## config.mk

```make
export PLATFORM = sky130hd
export DESIGN_NAME = universal_shift_register
export DESIGN_NICKNAME = d
export VERILOG_FILES = /design/src/rtl/usr_pkg.sv /design/src/rtl/usr_next_q.sv /design/src/rtl/universal_shift_register.sv
export SDC_FILE = /design/constraint.sdc
export NUM_CORES = 1
export LEC_CHECK = 0
export ABC_AREA = 1
export CAP_MARGIN = 20
export CORE_ASPECT_RATIO = 1.5
export CORE_MARGIN = 4
export CORE_UTILIZATION = 40
export CTS_CLUSTER_DIAMETER = 30
export DETAILED_ROUTE_END_ITERATION = 10
export PLACE_DENSITY = 0.66
export SLEW_MARGIN = 20
export SYNTH_ARGS = -nofsm -noshare
export SYNTH_HDL_FRONTEND = slang
export SYNTH_HIERARCHICAL = 1
export SYNTH_SLANG_ARGS = --single-unit
```

## constraint.sdc

```tcl
create_clock -name clk -period 2.53 [get_ports clk]
set_input_delay 0.6325 -clock clk [delete_from_list [all_inputs] [get_ports clk]]
set_output_delay 0.6325 -clock clk [all_outputs]
set_load 0.05 [all_outputs]
```

## src/rtl/usr_pkg.sv

```systemverilog
// Shared encodings for the universal shift register: operation modes,
// the two-state burst controller, and the burst-mode classifier.
package usr_pkg;

   localparam logic [2:0] MODE_HOLD = 3'b000;
   localparam logic [2:0] MODE_SHL  = 3'b001;
   localparam logic [2:0] MODE_SHR  = 3'b010;
   localparam logic [2:0] MODE_ROL  = 3'b011;
   localparam logic [2:0] MODE_ROR  = 3'b100;
   localparam logic [2:0] MODE_LOAD = 3'b101;

   typedef enum logic {
      ST_IDLE = 1'b0,
      ST_BUSY = 1'b1
   } state_e;

   // Only shifts and rotates can be repeated as a burst.
   function automatic logic is_burst_mode(input logic [2:0] m);
      return (m == MODE_SHL) || (m == MODE_SHR) || (m == MODE_ROL) || (m == MODE_ROR);
   endfunction

endpackage

```

## src/rtl/usr_next_q.sv

```systemverilog
// Combinational next-value datapath, shared by single steps and burst steps.
// Codes 110/111 fall through to hold.
module usr_next_q
   import usr_pkg::*;
#(
   parameter int WIDTH = 8
) (
   input  logic [WIDTH-1:0] q,
   input  logic [2:0]       mode,
   input  logic             si_l,
   input  logic             si_r,
   input  logic [WIDTH-1:0] d,
   output logic [WIDTH-1:0] q_next
);

   always_comb begin
      q_next = q;
      case (mode)
         MODE_SHL:  q_next = {q[WIDTH-2:0], si_l};
         MODE_SHR:  q_next = {si_r, q[WIDTH-1:1]};
         MODE_ROL:  q_next = {q[WIDTH-2:0], q[WIDTH-1]};
         MODE_ROR:  q_next = {q[0], q[WIDTH-1:1]};
         MODE_LOAD: q_next = d;
         default:   q_next = q;
      endcase
   end

endmodule

```

## src/rtl/universal_shift_register.sv

```systemverilog
// Universal shift register with single-step operation and counted bursts.
// A burst latches its mode and count, then steps once per cycle until done.
module universal_shift_register
   import usr_pkg::*;
#(
   parameter int WIDTH = 8,
   parameter int CNT_W = 4
) (
   input  logic             clk,
   input  logic             rst_n,
   input  logic             en,
   input  logic [2:0]       mode,
   input  logic             SI_L,
   input  logic             SI_R,
   input  logic [WIDTH-1:0] D,
   input  logic             start,
   input  logic [CNT_W-1:0] count,
   output logic [WIDTH-1:0] Q,
   output logic             SO_L,
   output logic             SO_R,
   output logic             busy,
   output logic             done
);

   state_e             state_q, state_d;
   logic [WIDTH-1:0]   q_q, q_d;
   logic [CNT_W-1:0]   cnt_q, cnt_d;
   logic [2:0]         mode_q, mode_d;
   logic               done_q, done_d;
   logic [2:0]         op_mode;
   logic [WIDTH-1:0]   step_q;

   // While bursting the latched mode drives the datapath; live mode is ignored.
   assign op_mode = (state_q == ST_BUSY) ? mode_q : mode;

   usr_next_q #(.WIDTH(WIDTH)) u_next_q (
      .q      (q_q),
      .mode   (op_mode),
      .si_l   (SI_L),
      .si_r   (SI_R),
      .d      (D),
      .q_next (step_q)
   );

   always_comb begin
      state_d = state_q;
      q_d     = q_q;
      cnt_d   = cnt_q;
      mode_d  = mode_q;
      done_d  = 1'b0;
      case (state_q)
         ST_IDLE: begin
            if (start && is_burst_mode(mode)) begin
               if (count == '0) begin
                  done_d = 1'b1;
               end else begin
                  state_d = ST_BUSY;
                  cnt_d   = count;
                  mode_d  = mode;
               end
            end else if (en) begin
               q_d = step_q;
            end
         end
         ST_BUSY: begin
            q_d   = step_q;
            cnt_d = cnt_q - CNT_W'(1);
            if (cnt_q == CNT_W'(1)) begin
               state_d = ST_IDLE;
               done_d  = 1'b1;
            end
         end
         default: state_d = ST_IDLE;
      endcase
   end

   always_ff @(posedge clk) begin
      if (!rst_n) begin
         state_q <= ST_IDLE;
         q_q     <= '0;
         cnt_q   <= '0;
         mode_q  <= MODE_HOLD;
         done_q  <= 1'b0;
      end else begin
         state_q <= state_d;
         q_q     <= q_d;
         cnt_q   <= cnt_d;
         mode_q  <= mode_d;
         done_q  <= done_d;
      end
   end

   assign Q    = q_q;
   assign SO_L = q_q[WIDTH-1];
   assign SO_R = q_q[0];
   assign busy = (state_q == ST_BUSY);
   assign done = done_q;

endmodule

```

==> results of run 1 <==
-- worst paths after layout --
path,startpoint,endpoint,cells past startpoint
max,mode[2],Q[1]$_SDFFE_PN0P_,13
min,mode_q[1]$_SDFFE_PN0P_,mode_q[1]$_SDFFE_PN0P_,2
max reg2reg,busy$_SDFF_PN0_,Q[1]$_SDFFE_PN0P_,11
min reg2reg,mode_q[1]$_SDFFE_PN0P_,mode_q[1]$_SDFFE_PN0P_,2
-- routing by layer --
layer | track usage | vias to the layer above | share of wire
met4 | 0.0948 | 0 | 0.029
li1 | - | 775 | -
met5 | 0 | - | 0
met2 | 0.296 | 52 | 0.49
met1 | 0.196 | 603 | 0.42
met3 | 0.0230 | 8 | 0.063
-- cell families (layout without fill, tap and decap cells) --
group / Yosys count / in the layout / synth area share
buffers and inverters: 31 / 67 / 0.111
xor gates and xnor gates: 1 / 1 / 0.00681
DFF: 17 / 17 / 0.265
and+or+nand+nor: 155 / 155 / 0.529
adders and majority gates: 2 / 2 / 0.0195
AOI/OAI and AO/OA: 16 / 16 / 0.0691
-- cell type report --
cell class                 instances  area (um2)
clock buffer                       3        41.3
clock inverter                     1        5.00
fill                             345        1420
inverter                          23        86.3
multi-input combinational        174         803
sequential                        17         340
tap                               40        50.0
timing repair buffer              40         380
-- cells in the final DEF, fill, tap and decap left out, types with 2 or more instances in the layout --
master                            count
sky130_fd_sc_hd__a21oi_1              5
sky130_fd_sc_hd__buf_4                8
sky130_fd_sc_hd__clkbuf_8             3
sky130_fd_sc_hd__clkdlybuf4s50_1     32
sky130_fd_sc_hd__dfxtp_1             17
sky130_fd_sc_hd__ha_1                 2
sky130_fd_sc_hd__inv_1               20
sky130_fd_sc_hd__inv_2                3
sky130_fd_sc_hd__nand2_1             80
sky130_fd_sc_hd__nand2_2              4
sky130_fd_sc_hd__nand3_1             19
sky130_fd_sc_hd__nand4_1             13
sky130_fd_sc_hd__nor2_1              33
sky130_fd_sc_hd__o21ai_0              8
sky130_fd_sc_hd__o21bai_1             2
-- sequential cells by signal (all words and copies together) (netlist names) --
name / count
Q: 8
busy: 1
cnt_q: 4
done: 1
mode_q: 3
-- critical path, stage by stage --
cell,delay [ps]
sky130_fd_sc_hd__clkdlybuf4s50_1,470
sky130_fd_sc_hd__inv_1,60
sky130_fd_sc_hd__o21ai_0,360
sky130_fd_sc_hd__buf_4,260
sky130_fd_sc_hd__nand2_2,90
sky130_fd_sc_hd__nand2_1,120
sky130_fd_sc_hd__nor2_4,60
sky130_fd_sc_hd__nand2_1,100
sky130_fd_sc_hd__nand3_1,80
sky130_fd_sc_hd__inv_1,70
sky130_fd_sc_hd__nand2_2,50
sky130_fd_sc_hd__nand2_1,60
sky130_fd_sc_hd__nor2_1,40
-- power by group through the flow --
stage	Sequential (W)	Clock, W	Combinational (W)
6_report	0.000329	0.000204	0.000382
3_3_place_gp	0.000335	0	0.000382
4_1_cts	0.000329	0.000213	0.000384
3_5_place_dp	0.000335	0	0.000383
5_1_grt	0.000333	0.000226	0.000427
2_1_floorplan	0.000388	0	0.000207
-- per-stage QoR --
stage,setup WS [ps],utilization,TNS (ps)
floorplan,308,-,0
global placement,18.3,0.531,0
detailed placement,-9.23,0.531,-14.3
CTS,244,0.546,0
global route,37.9,0.546,0
finish,236,0.546,0
==> flow_summary_export.csv, run 1 <==
group,metric,value,unit
sta,grt_setup_unrepaired,"false",
drt,via_count,1438,
setup_path,critPathLaunchType,"primary input",
grt,grt_pass1_wl,5.58,mm
yosys,post_synth_top_flop,"sky130_fd_sc_hd__dfxtp_1",
floorplan,number_of_top_level_pins,33,
pwr,total_power_of_the_final_layout,0.000914,W
clock_tree,numCtsBuffers,3,
setup_path,critPathMaxFanout,10,
placed_design,postPlaceCellArea,1660,um2
sta,worst_slew_margin_rel,0.653,
yosys,synth_edf_count,0,
yosys,syn-mean-instance-area,5.79,um2
pwr,internal,0.000551,W
layout,antenna-diode-count,0,
drt,drt-vias-per-instance,4.83,
setup_path,setup_crit_end_kind,"flip-flop",
floorplan,floorplan.die_area,4210,um2
yosys,ys_warn_count,6,
yosys,ys_top_cells_by_area,"sky130_fd_sc_hd__dfxtp_1 26%, sky130_fd_sc_hd__nand2_1 23%, sky130_fd_sc_hd__nor2_1 9.6%, sky130_fd_sc_hd__nand3_1 7.4%, sky130_fd_sc_hd__nand4_1 6.3%",
setup_path,worst-endpoint-required,2680,ps
setup_path,worst_ep_arrival_time,2440,ps
floorplan,fp-row-count,25,
hold_path,hold_path.class,"flip-flop to flip-flop",
sta,fin_worst_hold_slack,486,ps
layout,design_area,1710,um2
clock_tree,post_cts.resized_instances,0,
layout,layout.nets,282,
layout,final_cell_count_no_fill,298,
pwr,part_of_the_power_in_the_clock_network,0.223,
setup_path,ff2ff_setup_slack,510,ps
yosys,syn_nets,245,
sta,fin_crit_sh,0.907,
pwr,ir_worst_vdd,397,uV
drt,route.final.wire_length,3.29,mm
pwr,p_sw,0.000364,W
clock_tree,number_of_buffers_inserted_by_hold_repair_at_cts,0,
drt,drt_pass1_iterations,4,
yosys,post_synth_most_frequent_cells,"80 x sky130_fd_sc_hd__nand2_1, 33 x sky130_fd_sc_hd__nor2_1, 20 x sky130_fd_sc_hd__inv_1",
sta,setup_viol,0,
yosys,synth.ff_latch_count,17,
floorplan,die_y,77.5,um
drt,detail_route.drc_violations,0,
yosys,yosys.area.top_type_share,0.265,
placed_design,dpl.cell_count,294,
drt,drtIter0Drc,25,
sta,timing.final.max_slew_violations,0,
placed_design,routabilityCongestion,0.837,
grt,leftover_overflow_at_the_end_of_global_routing,0,
clock_tree,clock_pin_slew_worst_setup_and_hold_paths,60,ps
clock_tree,clockBufferDepth,2,
pwr,total_leakage_power,0.807,nW
floorplan,start_util,0.411,
clock_tree,clock_insertion_delay_worst_skew,250,ps
yosys,synth.most_common_cell,"sky130_fd_sc_hd__nand2_1",
clock_tree,cts-root-buf,"sky130_fd_sc_hd__clkbuf_8",
floorplan,chipWidth,54.3,um
grt,grt_max_degree,19,
sta,hold_viol,0,
pwr,power_density,536,nW/um2
placed_design,dp.final_hpwl,2.60,mm
yosys,mappedNetlistArea,1290,um2
grt,grtUsageTotal,0.173,
clock_tree,clock_tree_from_tritoncts,"done",
yosys,async_flop_share,0,
pwr,combinationalPowerShare,0.418,
clock_tree,cts_max_level,1,
yosys,synthesis.instances,222,
grt,vias_in_the_first_global_route,1319,
sta,finalWorstPathRequiredPeriod,2290,ps
placed_design,port-buffer-count,32,
sta,tightest_slew,519,ps
yosys,synthDominantAreaCellType,"sky130_fd_sc_hd__dfxtp_1",
job,cap_viol_max_count,0,
clock_tree,cts.sink_count,17,
pwr,sw_ratio,0.398,
status,status,"finished, final reports clean",
drt,wl_per_cell,11.0,um
setup_path,criticalPathCategory,"primary input to flip-flop",
yosys,sequential_element_share_of_the_synthesized_area,0.265,
drt,postRouteAntennaNets,0,
sta,achievable-frequency,436,MHz
yosys,yosysUniqueCellTypes,23,
sta,clock_skew,5.17,ps
layout,drive_above_1_share,0.0969,
pwr,power.share.sequential,0.359,
grt,grt_antenna_before_repair,0,
clock_tree,post-cts-setup-buffer-count,0,
floorplan,floorplan.core_area,3130,um2
layout,synthToLayoutAreaGrowth,32.7,%
(Power assumes the default switching activity.)
==> run 2: changes to the inputs <==
- SKIP_LAST_GASP: default -> 1
==> results of run 2 <==
No change in the layout: final DEF, timing and power equal those of run 1.
